--- config.mk ---
export PLATFORM = sky130hd
export DESIGN_NAME = freq_meter_ctrl
export DESIGN_NICKNAME = d
export VERILOG_FILES = /design/src/rtl/freq_meter_pkg.sv /design/src/rtl/freq_meter_key_debounce.sv /design/src/rtl/freq_meter_ctrl.sv
export SDC_FILE = /design/constraint.sdc
export NUM_CORES = 1
export LEC_CHECK = 0
export BUFFER_PORTS_ARGS = -buffer_cell sky130_fd_sc_hd__buf_4
export CORE_MARGIN = 2
export CORE_UTILIZATION = 53
export CTS_BUF_LIST = sky130_fd_sc_hd__clkbuf_4 sky130_fd_sc_hd__clkbuf_8
export DETAILED_ROUTE_END_ITERATION = 10
export GPL_TIMING_DRIVEN = 0
export PLACE_DENSITY = 0.76
export SKIP_LAST_GASP = 1
export SYNTH_ARGS = -nofsm -noshare
export SYNTH_HDL_FRONTEND = slang
export SYNTH_SLANG_ARGS = --single-unit
--- constraint.sdc ---
create_clock -name CLOCK_50 -period 2.1 [get_ports CLOCK_50]
set_clock_uncertainty 0.2 [all_clocks]
set_input_delay 0.105 -clock CLOCK_50 [delete_from_list [all_inputs] [get_ports CLOCK_50]]
set_output_delay 0.105 -clock CLOCK_50 [all_outputs]
set_load 0.02 [all_outputs]
--- src/rtl/freq_meter_pkg.sv ---
// Shared types and defaults for the frequency meter sequencer.
// The sticky-overflow option (FREQ_OVF_STICKY_EN) is handled in freq_meter_ctrl.
`timescale 1ns/1ps
package freq_meter_pkg;

  localparam int CLK_HZ              = 50_000_000;
  localparam int GATE_CYCLES_DEF     = 50_000_000;
  localparam int DEBOUNCE_CYCLES_DEF = 250_000;
  localparam int SYNC_STAGES_DEF     = 2;

  typedef enum logic [1:0] {
    IDLE  = 2'd0,
    CLEAR = 2'd1,
    GATE  = 2'd2,
    LATCH = 2'd3
  } state_t;

  // Counter width for a counter running 0..cycles-1; never narrower than 1 bit.
  function automatic int gate_w(input int cycles);
    return (cycles > 1) ? $clog2(cycles) : 1;
  endfunction

endpackage

--- src/rtl/freq_meter_key_debounce.sv ---
// Synchroniser plus stable-time debouncer for a low-active push button.
// Emits a single-cycle press pulse when a 1->0 change has been stable long enough.
`timescale 1ns/1ps
module key_debounce
  import freq_meter_pkg::*;
#(
  parameter int DEBOUNCE_CYCLES = DEBOUNCE_CYCLES_DEF,
  parameter int SYNC_STAGES     = SYNC_STAGES_DEF
) (
  input  logic clk,
  input  logic srst,
  input  logic key_n,
  output logic press
);

  localparam int CNT_W = gate_w(DEBOUNCE_CYCLES);
  localparam logic [CNT_W-1:0] CNT_LAST = CNT_W'(DEBOUNCE_CYCLES - 1);

  logic [SYNC_STAGES-1:0] sync_reg;
  logic [SYNC_STAGES-1:0] sync_next;
  logic                   hist_reg;
  logic                   level_reg;
  logic [CNT_W-1:0]       cnt_reg;
  logic                   synced;
  logic                   stable;
  logic                   accept;

  assign sync_next[0] = key_n;
  for (genvar gi = 1; gi < SYNC_STAGES; gi++) begin : g_sync_shift
    assign sync_next[gi] = sync_reg[gi-1];
  end

  assign synced = sync_reg[SYNC_STAGES-1];
  assign stable = (synced == hist_reg);
  assign accept = stable && (synced != level_reg) && (cnt_reg == CNT_LAST);
  assign press  = accept && !synced;

  // The accepted level starts low, so the first event accepted after reset
  // is a release and can never be mistaken for a press.
  always_ff @(posedge clk) begin
    if (srst) begin
      sync_reg  <= '0;
      hist_reg  <= 1'b0;
      level_reg <= 1'b0;
      cnt_reg   <= '0;
    end else begin
      sync_reg <= sync_next;
      hist_reg <= synced;
      if (!stable || (synced == level_reg)) begin
        cnt_reg <= '0;
      end else if (cnt_reg == CNT_LAST) begin
        cnt_reg   <= '0;
        level_reg <= synced;
      end else begin
        cnt_reg <= cnt_reg + 1'b1;
      end
    end
  end

endmodule

--- src/rtl/freq_meter_ctrl.sv ---
// Gate-window sequencer for the frequency counter: IDLE -> CLEAR -> GATE -> LATCH loop.
// Define FREQ_OVF_STICKY_EN to keep ovf_flag set until reset or an accepted key press.
`timescale 1ns/1ps
module freq_meter_ctrl
  import freq_meter_pkg::*;
#(
  parameter int GATE_CYCLES     = GATE_CYCLES_DEF,
  parameter int DEBOUNCE_CYCLES = DEBOUNCE_CYCLES_DEF,
  parameter int SYNC_STAGES     = SYNC_STAGES_DEF
) (
  input  logic CLOCK_50,
  input  logic reset,
  input  logic SMA_CLKIN,
  input  logic key_hold_n,
  input  logic cnt_ovf,
  output logic cnt_clr,
  output logic cnt_inc,
  output logic disp_load,
  output logic gate_active,
  output logic meas_done,
  output logic hold,
  output logic ovf_flag
);

  localparam int GATE_W = gate_w(GATE_CYCLES);
  localparam logic [GATE_W-1:0] GATE_LAST = GATE_W'(GATE_CYCLES - 1);

  state_t                 state_reg;
  state_t                 state_next;
  logic [GATE_W-1:0]      gate_cnt_reg;
  logic [SYNC_STAGES-1:0] sma_sync_reg;
  logic [SYNC_STAGES-1:0] sma_sync_next;
  logic                   sma_hist_reg;
  logic                   sma_rise;
  logic                   ovf_seen_reg;
  logic                   hold_reg;
  logic                   ovf_flag_reg;
  logic                   key_press;

  key_debounce #(
    .DEBOUNCE_CYCLES (DEBOUNCE_CYCLES),
    .SYNC_STAGES     (SYNC_STAGES)
  ) u_key_debounce (
    .clk   (CLOCK_50),
    .srst  (reset),
    .key_n (key_hold_n),
    .press (key_press)
  );

  assign sma_sync_next[0] = SMA_CLKIN;
  for (genvar gi = 1; gi < SYNC_STAGES; gi++) begin : g_sma_shift
    assign sma_sync_next[gi] = sma_sync_reg[gi-1];
  end

  assign sma_rise = sma_sync_reg[SYNC_STAGES-1] & ~sma_hist_reg;

  always_comb begin
    state_next  = state_reg;
    cnt_clr     = 1'b0;
    cnt_inc     = 1'b0;
    disp_load   = 1'b0;
    gate_active = 1'b0;
    meas_done   = 1'b0;
    case (state_reg)
      IDLE:  state_next = CLEAR;
      CLEAR: begin
        cnt_clr    = 1'b1;
        state_next = GATE;
      end
      GATE: begin
        gate_active = 1'b1;
        cnt_inc     = sma_rise;
        if (gate_cnt_reg == GATE_LAST) state_next = LATCH;
      end
      LATCH: begin
        meas_done  = 1'b1;
        // A press landing this cycle only changes hold_reg at the clock edge,
        // so the current display load still sees the old hold value.
        disp_load  = ~hold_reg;
        state_next = CLEAR;
      end
      default: state_next = IDLE;
    endcase
  end

  always_ff @(posedge CLOCK_50) begin
    if (reset) begin
      state_reg    <= IDLE;
      gate_cnt_reg <= '0;
      sma_sync_reg <= '0;
      sma_hist_reg <= 1'b0;
      ovf_seen_reg <= 1'b0;
      hold_reg     <= 1'b0;
      ovf_flag_reg <= 1'b0;
    end else begin
      state_reg    <= state_next;
      sma_sync_reg <= sma_sync_next;
      sma_hist_reg <= sma_sync_reg[SYNC_STAGES-1];

      if (state_reg == CLEAR) begin
        gate_cnt_reg <= '0;
        ovf_seen_reg <= 1'b0;
      end else if (state_reg == GATE) begin
        gate_cnt_reg <= gate_cnt_reg + 1'b1;
        if (cnt_ovf) ovf_seen_reg <= 1'b1;
      end

      if (key_press) hold_reg <= ~hold_reg;

`ifdef FREQ_OVF_STICKY_EN
      if (key_press) begin
        ovf_flag_reg <= 1'b0;
      end else if (state_reg == LATCH) begin
        ovf_flag_reg <= ovf_flag_reg | ovf_seen_reg;
      end
`else
      if (state_reg == LATCH) ovf_flag_reg <= ovf_seen_reg;
`endif
    end
  end

  assign hold     = hold_reg;
  assign ovf_flag = ovf_flag_reg;

endmodule

== Yosys cells after proc, flatten, opt, wreduce, memory -nomap -nowiden ==
Cells that the tools add are included.

* Output and inout port bits: 7
* Input bits: 5
* Flip-flop bits (word level): 56
* Word-level logic and storage cells: 45

* Muxes and demuxes: 7
* Equality and inequality tests: 9
* Reduce and logical (&&, ||, !) cells: 12
* Add/subtract/negate cells: 2
* Bitwise operators: 4

{| class="wikitable"
|+ Operators by type and width
! cell !! number
|-
| 26-bit by 1-bit adder with 26-bit output, second input constant || 1
|-
| 26-bit equality test, second input constant || 1
|-
| 18-bit by 1-bit adder with 18-bit output, second input constant || 1
|-
| 18-bit equality test, second input constant || 1
|-
| 2-bit case mux with 3 select lines || 1
|-
| 1-bit two-way mux || 5
|-
| 2-bit equality test, second input constant || 2
|-
| 2-bit AND reduction || 2
|-
| 2-bit OR reduction || 2
|-
| 1-bit logical AND || 3
|-
| 1-bit NOT || 3
|-
| 3-bit OR reduction || 1
|-
| 1-bit equality test || 2
|-
| 2-bit by 1-bit equality test with 1-bit output, second input constant || 1
|-
| 1-bit zero test || 2
|-
| 2-bit zero test || 1
|-
| 2-bit two-way mux || 1
|-
| 2-bit inequality test, second input constant || 1
|-
| 1-bit AND || 1
|-
| 1-bit logical OR || 1
|-
| 1-bit inequality test || 1
|}

== Longest topological paths before layout ==
* Depth in word-level cells: 5
* Mapped depth: 8
* Depth with buffers taken out: 6

== By module ==
A second synthesis with hierarchy kept.

* Cells, all modules: 300
* Area total of the unflattened synthesis: 2,692.6 µm²

{| class="wikitable"
|+ By module, submodules not included
! module !! sequential area each (µm²) !! cells each !! instances !! area each (µm²)
|-
| freq_meter_ctrl || 680.7 || 184 || 1 || 1,671.6
|-
| key_debounce || 440.4 || 116 || 1 || 1,021.0
|}

== Worst setup path before layout ==
No wires, ideal clock.

* Path kind: register to register
* Start point: reg state_reg[0]
* End point: reg gate_cnt_reg[18]
* Cell stages (with the launch flop): 8
* Required time: 1.830 ns
* Path buffers: 1
* Setup slack: -0.228 ns
* Arrival: 2.057 ns
* Library setup time: 0.070 ns
* Clock period less this slack: 2.328 ns
* Cell sequence: dfxtp_1 -> inv_1 -> ha_1 -> buf_6 -> nand3_4 -> or4_4 -> or4_1 -> a21oi_1

* Longest elaborated chain between the ends: 2
* Elaborated cells on any way between the ends: 3
* Those cells by class: eq/ne (2); reduce/logical (1)

{| class="wikitable"
|+ RTL lines
! what !! RTL line !! RTL
|-
| start: declaration || freq_meter_ctrl.sv:28 || <nowiki>state_t state_reg;</nowiki>
|-
| start signal: assignment || freq_meter_ctrl.sv:96 || <nowiki>state_reg <= state_next;</nowiki>
|-
| 2-bit by 1-bit equality test with 1-bit output || freq_meter_ctrl.sv:100 || <nowiki>if (state_reg == CLEAR) begin</nowiki>
|-
| 2-bit OR reduction (no line) || n/a ||
|-
| end signal: assignment || freq_meter_ctrl.sv:104 || <nowiki>gate_cnt_reg <= gate_cnt_reg + 1'b1;</nowiki>
|-
| end: declaration || freq_meter_ctrl.sv:30 || <nowiki>logic [GATE_W-1:0] gate_cnt_reg;</nowiki>
|}

Several ways; a longest one is shown, not always the timed one.
A chain may end at the register's enable or synchronous reset.

== Final worst setup path ==
* Start point: reg state_reg[0]
* End point: reg gate_cnt_reg[21]

Same word-level chain as after synthesis.

==> metrics.txt <==
static leakage a little over 0.001 µW; IR Drop Worst-Case VDD 0.000480 V; Via Count around 2.2k; total routed wirelength around 5600 µm; average cell area after synthesis 8.99 µm²; post-synth top area cell dfxtp_1; largest net degree at the start of global routing 18; count leader, synth dfxtp_1; Slew Limit Fails 0; Final Util around two thirds; total negative slack -0.194 ns; register clock-pin slew on the reported worst setup and hold paths approximately 0.10 ns; worst setup path class flop to flop; flip-flop count of the largest register after layout 26; maximum level of the CTS H-tree 2; worst slew slack as a fraction of its limit 67.8%; commonest cells in the netlist 56 x dfxtp_1, 32 x nor2_1, 21 x a21oi_1; gr usage total ~22%; register bit total from synthesis between 50 and 60; status finished, violations left; most frequently used flop master after synthesis dfxtp_1; Antenna Nets Post-Route 0; Period Utilization, post-route 103%; buffer type at the clock tree root clkbuf_8; Max Fanout on Critical Path 6; number of enable-type register cells in the synthesized netlist 0; antenna diode count 0; net count after synthesis slightly below 300; layout overhead on the synthesized area 23.8%; Starting Density roughly 55%; IO Port Bufs 11; number of warnings issued by yosys 0; final-stage net count roughly 330; Setup violations, final 6; post-DR wirelength/cell roughly 15 µm; DRC violation count after routing 0; wire length of the first global-routing pass roughly 9400 µm; CP Launch Type flop; leading post-synthesis cells by cell area dfxtp_1 44%, nor2_1 4.7%, xnor2_1 4.4%; drt via density roughly 5.8; required time of the critical path ~2.1 ns; via count of the first global-routing pass 2150; gate count after technology mapping about 290; Die ar. between 0.005 and 0.006 mm²; placeable core area ~0.0047 mm²; post-synth design cell area approximately 0.0026 mm²; violated checks setup timing; path class of the lowest-slack min-delay path flop to flop; tightest hold margin 0.244 ns; die extent in y ~74 µm; power per cell area roughly 780 mW/mm²; Distinct cells, synth 39; cell area after layout roughly 0.0032 mm²; fin crit period 2.16 ns; standard-cell row count 25; chain of cells forming the critical path inv_2, ha_4, nand4_4, or4_4, buf_8, buf_6, o31ai_2, a21oi_1; unrepaired setup endpoints after global routing true; Synth top area share a little over two fifths; number of violations of the max-capacitance limit 0; type of destination of the critical path flop; number of buffers created by CTS 5; buffer depth of the longest clock path 2; count of pins on the block boundary 12; layout cells sized above 1 roughly a quarter; Fill cells 372; final hold violations 0; cell area after placement between 0.002 and 0.003 mm²; number of antenna violations at the first check in global routing 0; share of synthesized registers carrying an async set or reset 0%; DRT iter0 DRCs around 140; sequential cell area fraction in the yosys report between 40% and 50%; half-perimeter wire length after detailed placement approximately 3400 µm; clock latency on the worst-skew pair 0.31 ns; number of clock sinks 56; Die Width approximately 74 µm; critical path's slowest cell or4_4; Fmax roughly 460 MHz; Tightest Pin Transition slightly below 0.5 ns; slowest cell delay on critical path between 0.6 and 0.7 ns; final setup slack of the worst path -0.0633 ns; clock tree from TritonCTS yes; leftover overflow at the end of global routing 0; Design Power about 2500 µW; First-pass DRT Iterations 6; signal arrival time at the worst endpoint between 2 and 2.5 ns; routability-driven placement congestion ratio 0.802
## placed cells by master (no fill, tap or decap), types with 8 or more instances in the layout
master   Yosys  layout
dfxtp_1     56      47
nor2_1      32      32
buf_4        0      25
a21oi_1     21      17
nand2_1     15      15
xnor2_1     13      13
nand4_1     12      12
nand3_1     12      11
o21ai_0     10      10
xor2_1      10      10
or4_1       10       8
nor3_1       8       8
## power breakdown
group	switching, µW	total [µW]	internal, µW
clock network	362	958	596
registers	27.2	1120	1100
logic	205	378	173
total	594	2460	1870
## layout make-up
cell class	count	area, µm²	share of cell area (%)
plain buffers	8	53.8	1.70
clock inverters	3	90.1	2.84
repair buffers	30	236	7.46
inverters	8	30.0	0.947
clock buffers	5	68.8	2.17
multi-input cells	212	1490	46.9
well taps	54	67.6	2.13
flip-flops and latches	56	1140	35.9
## cells by family (layout without fill, tap and decap cells)
family / count (synthesis) / count (layout) / share of synthesized area, %
simple gates: 134 / 134 / 30.4
flops: 56 / 56 / 43.8
compound gates: 45 / 45 / 10.2
xor+xnor: 23 / 23 / 7.87
buf+inv: 17 / 54 / 3.18
fa+ha+maj: 6 / 6 / 2.93
mux: 4 / 4 / 1.66
## layer usage
metal,share of wire [%],global-route usage (%)
met1,45,26.6
met2,50,38.9
met3,3.5,5.76
met4,1.5,8.08
met5,0,0
## per-stage QoR
step                      setup slack [ns]  std cells
after floorplan                    -0.0715        285
after detailed placement            -0.347        350
after global placement              -0.365        350
after global routing                -0.122        376
after CTS                          -0.0411        367
final                              -0.0633        376
## what timing repair did
item	in CTS	in global routing
setup buffers	5	9
endpoints found under the setup margin	32	25
resized for setup	18	19
hold buffers	4	0
gates cloned	1	0
endpoints found under the hold margin	13	0
pin swaps	3	11
## path summary, 6_finish.rpt
| kind | start | depth (start not counted) | endpoint | slack [ns] |
|---|---|---|---|---|
| max | state_reg[0] | 8 | gate_cnt_reg[21] | -0.06 |
| min | u_key_debounce.cnt_reg[0] | 1 | u_key_debounce.cnt_reg[0] | 0.24 |
| max reg2reg | state_reg[0] | 8 | gate_cnt_reg[21] | -0.06 |
| min reg2reg | u_key_debounce.cnt_reg[0] | 1 | u_key_debounce.cnt_reg[0] | 0.24 |
## critical path: cells and delay by family, from the launching register on
family,cells,cell delay (ns)
flip-flops,1,0.34
AO/OA/AOI/OAI,2,0.31
adder cells (fa/ha/maj),1,0.17
AND/OR/NAND/NOR,2,0.71
buffers and inverters,3,0.34
(Power assumes the default switching activity.)
